===== src/rtl/dmem_arb_pkg.sv =====
// dmem_arb_pkg: shared definitions for the data-memory arbiter.
//   arb_state_e : arbiter FSM encoding (ARB / LOCK0 / LOCK1)
//   NUM_PORTS   : number of requesters sharing the memory
package dmem_arb_pkg;

    localparam int unsigned NUM_PORTS = 2;

    typedef enum logic [1:0] {
        ARB   = 2'b00,
        LOCK0 = 2'b01,
        LOCK1 = 2'b10
    } arb_state_e;

endpackage


===== src/rtl/dmem_arbiter_if.sv =====
// dmem_arbiter_if: requester and memory signals of the data-memory arbiter.
//   req/we/addr/wdata/lock 0,1 : requester command (held until gnt)
//   gnt/rvalid/rdata 0,1       : grant (combinational), registered read return
//   mem_*                      : single-word memory, combinational read, sync write
// Modports: slave = arbiter side, master = requesters plus memory side.
interface dmem_arbiter_if #(
    parameter int unsigned D_WIDTH = 32,
    parameter int unsigned A_WIDTH = 32
);
    logic               req0;
    logic               req1;
    logic               we0;
    logic               we1;
    logic [A_WIDTH-1:0] addr0;
    logic [A_WIDTH-1:0] addr1;
    logic [D_WIDTH-1:0] wdata0;
    logic [D_WIDTH-1:0] wdata1;
    logic               lock0;
    logic               lock1;
    logic               gnt0;
    logic               gnt1;
    logic               rvalid0;
    logic               rvalid1;
    logic [D_WIDTH-1:0] rdata0;
    logic [D_WIDTH-1:0] rdata1;
    logic               mem_we;
    logic               mem_re;
    logic [A_WIDTH-1:0] mem_waddr;
    logic [A_WIDTH-1:0] mem_raddr;
    logic [D_WIDTH-1:0] mem_wdata;
    logic [D_WIDTH-1:0] mem_rdata;

    modport slave (
        input  req0, req1, we0, we1, addr0, addr1, wdata0, wdata1, lock0, lock1,
        input  mem_rdata,
        output gnt0, gnt1, rvalid0, rvalid1, rdata0, rdata1,
        output mem_we, mem_re, mem_waddr, mem_raddr, mem_wdata
    );

    modport master (
        output req0, req1, we0, we1, addr0, addr1, wdata0, wdata1, lock0, lock1,
        output mem_rdata,
        input  gnt0, gnt1, rvalid0, rvalid1, rdata0, rdata1,
        input  mem_we, mem_re, mem_waddr, mem_raddr, mem_wdata
    );

endinterface


===== src/rtl/dmem_arb_rr.sv =====
// dmem_arb_rr: combinational two-way round-robin winner select.
//   req       in  request vector
//   elig      in  eligibility mask (lock ownership)
//   last_gnt  in  port granted most recently
//   win_valid out some eligible port is requesting
//   win       out winning port index (meaningful only when win_valid)
module dmem_arb_rr
    import dmem_arb_pkg::*;
(
    input  logic [NUM_PORTS-1:0] req,
    input  logic [NUM_PORTS-1:0] elig,
    input  logic                 last_gnt,
    output logic                 win_valid,
    output logic                 win
);

    logic [NUM_PORTS-1:0] eff_req;

    always_comb begin
        eff_req   = req & elig;
        win_valid = |eff_req;
        case (eff_req)
            2'b01:   win = 1'b0;
            2'b10:   win = 1'b1;
            // Conflict: the port that did not win last time goes next.
            2'b11:   win = ~last_gnt;
            default: win = last_gnt;
        endcase
    end

endmodule


===== src/rtl/dmem_arbiter.sv =====
// dmem_arbiter: shares one data memory between port 0 (CPU LSU) and port 1
// (debug/DMA). Round-robin grants, same-cycle grant, read data registered one
// cycle after the read grant.
//   clk, rst : clock, asynchronous active-high reset
//   bus      : dmem_arbiter_if.slave (requester handshakes and memory port)
// Build option: define DMEM_ARB_LOCK_EN to honour lock0/lock1 (LOCK0/LOCK1
// states plus a forced-release counter bounded by LOCK_MAX). Without it the
// lock inputs are ignored and the arbiter is pure round-robin.
module dmem_arbiter
    import dmem_arb_pkg::*;
#(
    parameter int unsigned D_WIDTH  = 32,
    parameter int unsigned A_WIDTH  = 32,
    parameter int unsigned LOCK_MAX = 16
) (
    input  logic           clk,
    input  logic           rst,
    dmem_arbiter_if.slave  bus
);

    logic [NUM_PORTS-1:0] req_vec;
    logic [NUM_PORTS-1:0] elig;
    logic                 win_valid;
    logic                 win;
    logic                 gnt_any;
    logic                 sel_we;
    logic [A_WIDTH-1:0]   sel_addr;
    logic [D_WIDTH-1:0]   sel_wdata;

    logic                 last_gnt_q;
    logic                 rvalid0_q;
    logic                 rvalid1_q;
    logic [D_WIDTH-1:0]   rdata0_q;
    logic [D_WIDTH-1:0]   rdata1_q;

    assign req_vec = {bus.req1, bus.req0};

    dmem_arb_rr u_rr (
        .req       (req_vec),
        .elig      (elig),
        .last_gnt  (last_gnt_q),
        .win_valid (win_valid),
        .win       (win)
    );

    // Grant and memory-port mux.
    always_comb begin
        gnt_any   = win_valid & ~rst;
        sel_we    = win ? bus.we1    : bus.we0;
        sel_addr  = win ? bus.addr1  : bus.addr0;
        sel_wdata = win ? bus.wdata1 : bus.wdata0;

        bus.gnt0      = gnt_any & ~win;
        bus.gnt1      = gnt_any &  win;
        bus.mem_we    = gnt_any &  sel_we;
        bus.mem_re    = gnt_any & ~sel_we;
        bus.mem_waddr = gnt_any ? sel_addr  : '0;
        bus.mem_raddr = gnt_any ? sel_addr  : '0;
        bus.mem_wdata = gnt_any ? sel_wdata : '0;
    end

    // Round-robin history and registered read return.
    always_ff @(posedge clk or posedge rst) begin
        if (rst) begin
            last_gnt_q <= 1'b1;
            rvalid0_q  <= 1'b0;
            rvalid1_q  <= 1'b0;
            rdata0_q   <= '0;
            rdata1_q   <= '0;
        end else begin
            if (gnt_any) begin
                last_gnt_q <= win;
            end
            rvalid0_q <= gnt_any & ~win & ~sel_we;
            rvalid1_q <= gnt_any &  win & ~sel_we;
            if (gnt_any && !win && !sel_we) begin
                rdata0_q <= bus.mem_rdata;
            end
            if (gnt_any && win && !sel_we) begin
                rdata1_q <= bus.mem_rdata;
            end
        end
    end

    assign bus.rvalid0 = rvalid0_q;
    assign bus.rvalid1 = rvalid1_q;
    assign bus.rdata0  = rdata0_q;
    assign bus.rdata1  = rdata1_q;

`ifdef DMEM_ARB_LOCK_EN
    localparam int unsigned CNT_W = $clog2(LOCK_MAX + 1);

    arb_state_e       state_q;
    arb_state_e       state_d;
    logic [CNT_W-1:0] cnt_q;
    logic [CNT_W-1:0] cnt_d;
    logic [CNT_W-1:0] cnt_inc;
    logic             sel_lock;

    assign sel_lock = win ? bus.lock1 : bus.lock0;

    always_ff @(posedge clk or posedge rst) begin
        if (rst) begin
            state_q <= ARB;
            cnt_q   <= '0;
        end else begin
            state_q <= state_d;
            cnt_q   <= cnt_d;
        end
    end

    // cnt_inc is the number of locked cycles including the current one.
    always_comb begin
        state_d = state_q;
        cnt_d   = cnt_q;
        cnt_inc = (cnt_q == CNT_W'(LOCK_MAX)) ? cnt_q : cnt_q + CNT_W'(1);
        case (state_q)
            ARB: begin
                if (gnt_any && sel_lock) begin
                    state_d = win ? LOCK1 : LOCK0;
                    cnt_d   = '0;
                end
            end
            LOCK0, LOCK1: begin
                cnt_d = cnt_inc;
                // Forced release wins over a request to stay locked.
                if (cnt_inc == CNT_W'(LOCK_MAX)) begin
                    state_d = ARB;
                end else if (gnt_any && !sel_lock) begin
                    state_d = ARB;
                end
            end
            default: state_d = ARB;
        endcase
    end

    always_comb begin
        elig = 2'b11;
        unique case (state_q)
            ARB:     elig = 2'b11;
            LOCK0:   elig = 2'b01;
            LOCK1:   elig = 2'b10;
            default: elig = 2'b11;
        endcase
    end
`else
    localparam int unsigned unused_lock_max = LOCK_MAX;
    logic unused_lock;

    assign unused_lock = bus.lock0 ^ bus.lock1;
    assign elig        = 2'b11;
`endif

endmodule


===== src/flat_wrapper.sv =====
// flat-port wrapper written by rule: the top's interface ports become plain ports
module dmem_arbiter_flat import dmem_arb_pkg::*;
#(
    parameter int unsigned D_WIDTH  = 32,
    parameter int unsigned A_WIDTH  = 32,
    parameter int unsigned LOCK_MAX = 16
)
  (clk, rst, bus_req0, bus_req1, bus_we0, bus_we1, bus_addr0, bus_addr1, bus_wdata0, bus_wdata1, bus_lock0, bus_lock1, bus_mem_rdata, bus_gnt0, bus_gnt1, bus_rvalid0, bus_rvalid1, bus_rdata0, bus_rdata1, bus_mem_we, bus_mem_re, bus_mem_waddr, bus_mem_raddr, bus_mem_wdata);
  dmem_arbiter_if #(.D_WIDTH(D_WIDTH), .A_WIDTH(A_WIDTH)) bus_i ();
  input  logic clk;
  input  logic rst;
  input wire logic [$bits(bus_i.req0)-1:0] bus_req0;
  input wire logic [$bits(bus_i.req1)-1:0] bus_req1;
  input wire logic [$bits(bus_i.we0)-1:0] bus_we0;
  input wire logic [$bits(bus_i.we1)-1:0] bus_we1;
  input wire logic [$bits(bus_i.addr0)-1:0] bus_addr0;
  input wire logic [$bits(bus_i.addr1)-1:0] bus_addr1;
  input wire logic [$bits(bus_i.wdata0)-1:0] bus_wdata0;
  input wire logic [$bits(bus_i.wdata1)-1:0] bus_wdata1;
  input wire logic [$bits(bus_i.lock0)-1:0] bus_lock0;
  input wire logic [$bits(bus_i.lock1)-1:0] bus_lock1;
  input wire logic [$bits(bus_i.mem_rdata)-1:0] bus_mem_rdata;
  output wire logic [$bits(bus_i.gnt0)-1:0] bus_gnt0;
  output wire logic [$bits(bus_i.gnt1)-1:0] bus_gnt1;
  output wire logic [$bits(bus_i.rvalid0)-1:0] bus_rvalid0;
  output wire logic [$bits(bus_i.rvalid1)-1:0] bus_rvalid1;
  output wire logic [$bits(bus_i.rdata0)-1:0] bus_rdata0;
  output wire logic [$bits(bus_i.rdata1)-1:0] bus_rdata1;
  output wire logic [$bits(bus_i.mem_we)-1:0] bus_mem_we;
  output wire logic [$bits(bus_i.mem_re)-1:0] bus_mem_re;
  output wire logic [$bits(bus_i.mem_waddr)-1:0] bus_mem_waddr;
  output wire logic [$bits(bus_i.mem_raddr)-1:0] bus_mem_raddr;
  output wire logic [$bits(bus_i.mem_wdata)-1:0] bus_mem_wdata;
  assign bus_i.req0 = bus_req0;
  assign bus_i.req1 = bus_req1;
  assign bus_i.we0 = bus_we0;
  assign bus_i.we1 = bus_we1;
  assign bus_i.addr0 = bus_addr0;
  assign bus_i.addr1 = bus_addr1;
  assign bus_i.wdata0 = bus_wdata0;
  assign bus_i.wdata1 = bus_wdata1;
  assign bus_i.lock0 = bus_lock0;
  assign bus_i.lock1 = bus_lock1;
  assign bus_i.mem_rdata = bus_mem_rdata;
  assign bus_gnt0 = bus_i.gnt0;
  assign bus_gnt1 = bus_i.gnt1;
  assign bus_rvalid0 = bus_i.rvalid0;
  assign bus_rvalid1 = bus_i.rvalid1;
  assign bus_rdata0 = bus_i.rdata0;
  assign bus_rdata1 = bus_i.rdata1;
  assign bus_mem_we = bus_i.mem_we;
  assign bus_mem_re = bus_i.mem_re;
  assign bus_mem_waddr = bus_i.mem_waddr;
  assign bus_mem_raddr = bus_i.mem_raddr;
  assign bus_mem_wdata = bus_i.mem_wdata;
  dmem_arbiter #(.D_WIDTH(D_WIDTH), .A_WIDTH(A_WIDTH), .LOCK_MAX(LOCK_MAX)) u_core (.clk(clk), .rst(rst), .bus(bus_i));
endmodule

===== config.mk =====
export PLATFORM = sky130hd
export DESIGN_NAME = dmem_arbiter_flat
export DESIGN_NICKNAME = d
export VERILOG_FILES = /design/src/rtl/dmem_arb_pkg.sv /design/src/rtl/dmem_arbiter_if.sv /design/src/rtl/dmem_arb_rr.sv /design/src/rtl/dmem_arbiter.sv /design/src/flat_wrapper.sv
export SDC_FILE = /design/constraint.sdc
export NUM_CORES = 1
export LEC_CHECK = 0
export ABC_AREA = 1
export BUFFER_PORTS_ARGS = -buffer_cell sky130_fd_sc_hd__buf_4
export CAP_MARGIN = 40
export CORE_AREA = 3 3 129 131
export DETAILED_ROUTE_END_ITERATION = 8
export DIE_AREA = 0 0 132 134
export GPL_TIMING_DRIVEN = 0
export PLACE_DENSITY = 0.57
export SLEW_MARGIN = 20
export SYNTH_ARGS = -nofsm -noshare
export SYNTH_HDL_FRONTEND = slang
export SYNTH_SLANG_ARGS = --single-unit

===== constraint.sdc =====
create_clock -name clk -period 13.4 [get_ports clk]
set_input_delay 2.68 -clock clk [delete_from_list [all_inputs] [get_ports clk]]
set_output_delay 2.68 -clock clk [all_outputs]
set_load 0.01 [all_outputs]

==> impl_summary.log <==
INFO  metric status = complete, no violations
INFO  metric grt_start_max_net_pins = 41
INFO  metric finalCriticalPeriod = 7424 ps
INFO  metric final_setup_violation_count = 0
INFO  metric timing_worst_slew_pin_value = 478.4 ps
INFO  metric detail_route.iter0.violations = 153
INFO  metric detailed_placement_hpwl = roughly 14000 um
INFO  metric ys_ff_latch = 67
INFO  metric power.ir.vdd_worst = 0.04727 mV
INFO  metric fin_ws = 5976 ps
INFO  metric grt_first_pass_wirelength = 25180 um
INFO  metric cellLeakagePower = 4.124 nW
INFO  metric totalNegativeSetupSlack = 0 ps
INFO  metric postCtsSetupBuffers = 0
INFO  metric worst-endpoint-arrival = approximately 4700 ps
INFO  metric timing.hold.worst.class = reg -> reg
INFO  metric endpoint_kind = output pin
INFO  metric synth_xor_xnor_area_share = 0%
INFO  metric worst_setup_path_type = in -> out
INFO  metric pwr_density_cell = 148.6 mW/mm^2
INFO  metric critical_path_peak_fanout = 40
INFO  metric postRouteWirelength = roughly 17000 um
INFO  metric grt_pass1_vias = 4681
INFO  metric synth.net_count = 709
INFO  metric clock_tree_from_tritoncts = built
INFO  metric drtPass1Iterations = 4
INFO  metric report.power.total = slightly above 1 mW
INFO  metric post_synth_mux_area_share = 0%
INFO  metric cts-htree-levels = 3
INFO  metric gr-total-overflow = 0
INFO  metric remaining_drcs = 0
INFO  metric holdWs = 469.0 ps
INFO  metric dieWidth = approximately 130 um
INFO  metric path_clk_slew = 50 ps
INFO  metric cts-buffers-inserted = 9
INFO  metric dr_total_vias = 4540
INFO  metric coreArea = ~0.016 sq mm
INFO  metric cts_hold_buf = 0
INFO  metric grt_antenna_before_repair = 0
INFO  metric netlist.top_cell.by_area = sky130_fd_sc_hd__dfrtp_1
INFO  metric dominant_combinational_cell_family_by_area_after_synthesis = simple AND/OR/NAND/NOR gates
INFO  metric areaGrowthSynthToFinish = 82.62%
INFO  metric track_usage = between 10% and 20%
INFO  metric total_number_of_clock_tree_sinks = 67
INFO  metric synth_simple_gate_area_share = 42.54%
INFO  metric post_cts_resize_count = 0
INFO  metric synth_warnings = 0
INFO  metric cp-start-kind = input pin
INFO  metric floorplan.die_area = 0.01769 sq mm
INFO  metric netlist_area = 0.003759 sq mm
INFO  metric design.final.nets = 1052
INFO  metric rsz_0062_raised_after_global_routing = no
INFO  metric share_of_cells_above_drive_strength_1 = a little under half
INFO  metric netlist_instances = 541
INFO  metric synthAdderAreaFrac = 0%
INFO  metric drtAntennaViolNets = 0
INFO  metric ctsLongestPathBuffers = 2
INFO  metric row_count = 46
INFO  metric die_height = 134 um
INFO  metric clock.fmax = 134.7 MHz
INFO  metric worst_ep_required_time = 10720 ps
INFO  metric met3_length = about 1300 um
INFO  metric finalCoreUtilization = 43.69%
INFO  metric routed.top_layer = met4
INFO  metric wl_met1 = 6165 um
INFO  metric wl_per_cell = 15.03 um
INFO  metric postSynthAreaPerCell = approximately 7 sq um
INFO  metric maxCapViolCount = 0
INFO  metric starting_utilization_of_the_core_area = 23.92%
INFO  metric clk_latency = 330 ps
INFO  metric globalplace.congestion = 0.8060
INFO  metric synth_compound_area_share = 0.4993%
INFO  metric ys_types = 14
INFO  metric drt-vias-per-instance = between 4 and 5
INFO  metric design.portCount = 334
INFO  metric detailedPlace.worstSlack = between 5000 and 6000 ps
INFO  metric hold_violations_final = 0
INFO  metric cts-root-buf = sky130_fd_sc_hd__clkbuf_16
INFO  metric final.setup_skew = 2.921 ps
INFO  metric buffer_ports.inserted = 331
INFO  metric min_period_over_period = approximately 55%
INFO  metric sum_of_met2_wire_segment_lengths_after_detailed_routing = 8615 um
INFO  metric post_synth_top_area_share = a little over two fifths
INFO  metric finalMaxSlewViolations = 0
INFO  metric synth_seq_area_share = 44.64%
INFO  metric antenna_cells = 0
INFO  metric ys_top_cells_by_area = sky130_fd_sc_hd__dfrtp_1 (44%), sky130_fd_sc_hd__nand2_1 (33%), sky130_fd_sc_hd__buf_4 (8.8%), sky130_fd_sc_hd__nand3_1 (8.8%), sky130_fd_sc_hd__buf_2 (2.5%)
INFO  metric max_slew_margin = between 60% and 70%
-- kinds of logic (layout without fill, tap and decap cells) --
family,after synthesis,count (layout)
simple gates,398,398
compound gates,3,3
buf+inv,73,421
flops,67,67
-- per-layer routing --
layer	vias up	track usage [%]
met5	-	0
met4	0	7.351
met3	28	5.514
met2	184	32.73
met1	2002	19.70
li1	2326	-
-- final timing paths --
path / to / startpoint / cells past startpoint / slack (ps)
worst min-delay path: u_core.bus.rdata1[28] / u_core.bus.rdata1[28] / 2 / 470
max in group asynchronous: u_core.last_gnt_q / rst / 3 / 10450
worst max register to register: u_core.bus.rdata0[8] / u_core.last_gnt_q / 7 / 11780
worst max-delay path: bus_mem_waddr[1] / rst / 10 / 5980
worst min register to register: u_core.bus.rdata1[28] / u_core.bus.rdata1[28] / 2 / 470
min in group asynchronous: u_core.bus.rdata0[16] / rst / 2 / 2350
-- worst max-delay path, cell delays in order --
cell and delay [ps]:
sky130_fd_sc_hd__buf_4 120, sky130_fd_sc_hd__inv_4 290, sky130_fd_sc_hd__buf_12 300, sky130_fd_sc_hd__o21ai_2 170, sky130_fd_sc_hd__nor2_4 270, sky130_fd_sc_hd__clkbuf_1 420, sky130_fd_sc_hd__nand2_1 120, sky130_fd_sc_hd__nand2_1 120
sky130_fd_sc_hd__buf_4 110, sky130_fd_sc_hd__buf_4 120
-- report_power, final --
part           total (mW)  leakage [nW]  switching (mW)  internal (mW)
logic               0.439          3.12           0.215          0.224
registers           0.323         0.836          0.0443          0.279
clock network       0.258         0.165          0.0860          0.172
-- cell usage in the layout, fill, tap and decap left out --
| cell type | netlist | layout |
|---|---|---|
| sky130_fd_sc_hd__inv_2 | 2 | 2 |
| sky130_fd_sc_hd__dfstp_2 | 1 | 1 |
| sky130_fd_sc_hd__inv_4 | 0 | 1 |
| sky130_fd_sc_hd__nand2_1 | 326 | 326 |
| sky130_fd_sc_hd__clkbuf_16 | 0 | 9 |
| sky130_fd_sc_hd__bufinv_16 | 0 | 2 |
| sky130_fd_sc_hd__a21oi_1 | 2 | 2 |
| sky130_fd_sc_hd__dfrtp_1 | 66 | 66 |
| sky130_fd_sc_hd__buf_4 | 44 | 375 |
| sky130_fd_sc_hd__nor2_4 | 2 | 2 |
| sky130_fd_sc_hd__inv_1 | 6 | 5 |
| sky130_fd_sc_hd__nand2_2 | 3 | 3 |
| sky130_fd_sc_hd__buf_12 | 0 | 1 |
| sky130_fd_sc_hd__clkinv_2 | 0 | 3 |
| sky130_fd_sc_hd__clkbuf_1 | 2 | 2 |
| sky130_fd_sc_hd__nand3_1 | 66 | 66 |
| sky130_fd_sc_hd__o21ai_2 | 1 | 1 |
| sky130_fd_sc_hd__nor2_1 | 1 | 1 |
| sky130_fd_sc_hd__clkbuf_8 | 0 | 2 |
| sky130_fd_sc_hd__buf_2 | 19 | 19 |
-- final cells by class --
class                      instances  area, sq um
tap                              216        270.3
clock buffer                      11        252.7
sequential                        67         1678
clock inverter                     5        75.07
buffer                            65        432.9
timing repair buffer             332         2505
fill                            1675         8848
inverter                           8        32.53
multi-input combinational        401         1618
-- synth_stat cells --
library cell                 n
sky130_fd_sc_hd__o21ai_2     1
sky130_fd_sc_hd__inv_1       6
sky130_fd_sc_hd__nor2_4      2
sky130_fd_sc_hd__buf_2      19
sky130_fd_sc_hd__clkbuf_1    2
sky130_fd_sc_hd__inv_2       2
sky130_fd_sc_hd__a21oi_1     2
sky130_fd_sc_hd__nand3_1    66
sky130_fd_sc_hd__dfstp_2     1
sky130_fd_sc_hd__nand2_2     3
sky130_fd_sc_hd__buf_4      44
sky130_fd_sc_hd__nor2_1      1
sky130_fd_sc_hd__nand2_1   326
sky130_fd_sc_hd__dfrtp_1    66
-- registers in the layout (all words and copies together), names as in the netlist --
register / cells
u_core.bus.rdata0: 32
u_core.last_gnt_q: 1
u_core.bus.rdata1: 32
u_core.bus.rvalid1: 1
u_core.bus.rvalid0: 1
-- stage by stage --
step           cells  instance area, sq um
2_1_floorplan    541                  3759
3_3_place_gp    1088                  6514
5_1_grt         1105                  6864
3_5_place_dp    1089                  6536
6_report        1105                  6864
4_1_cts         1105                  6864
No activity file was read; power rests on OpenSTA's default activity.
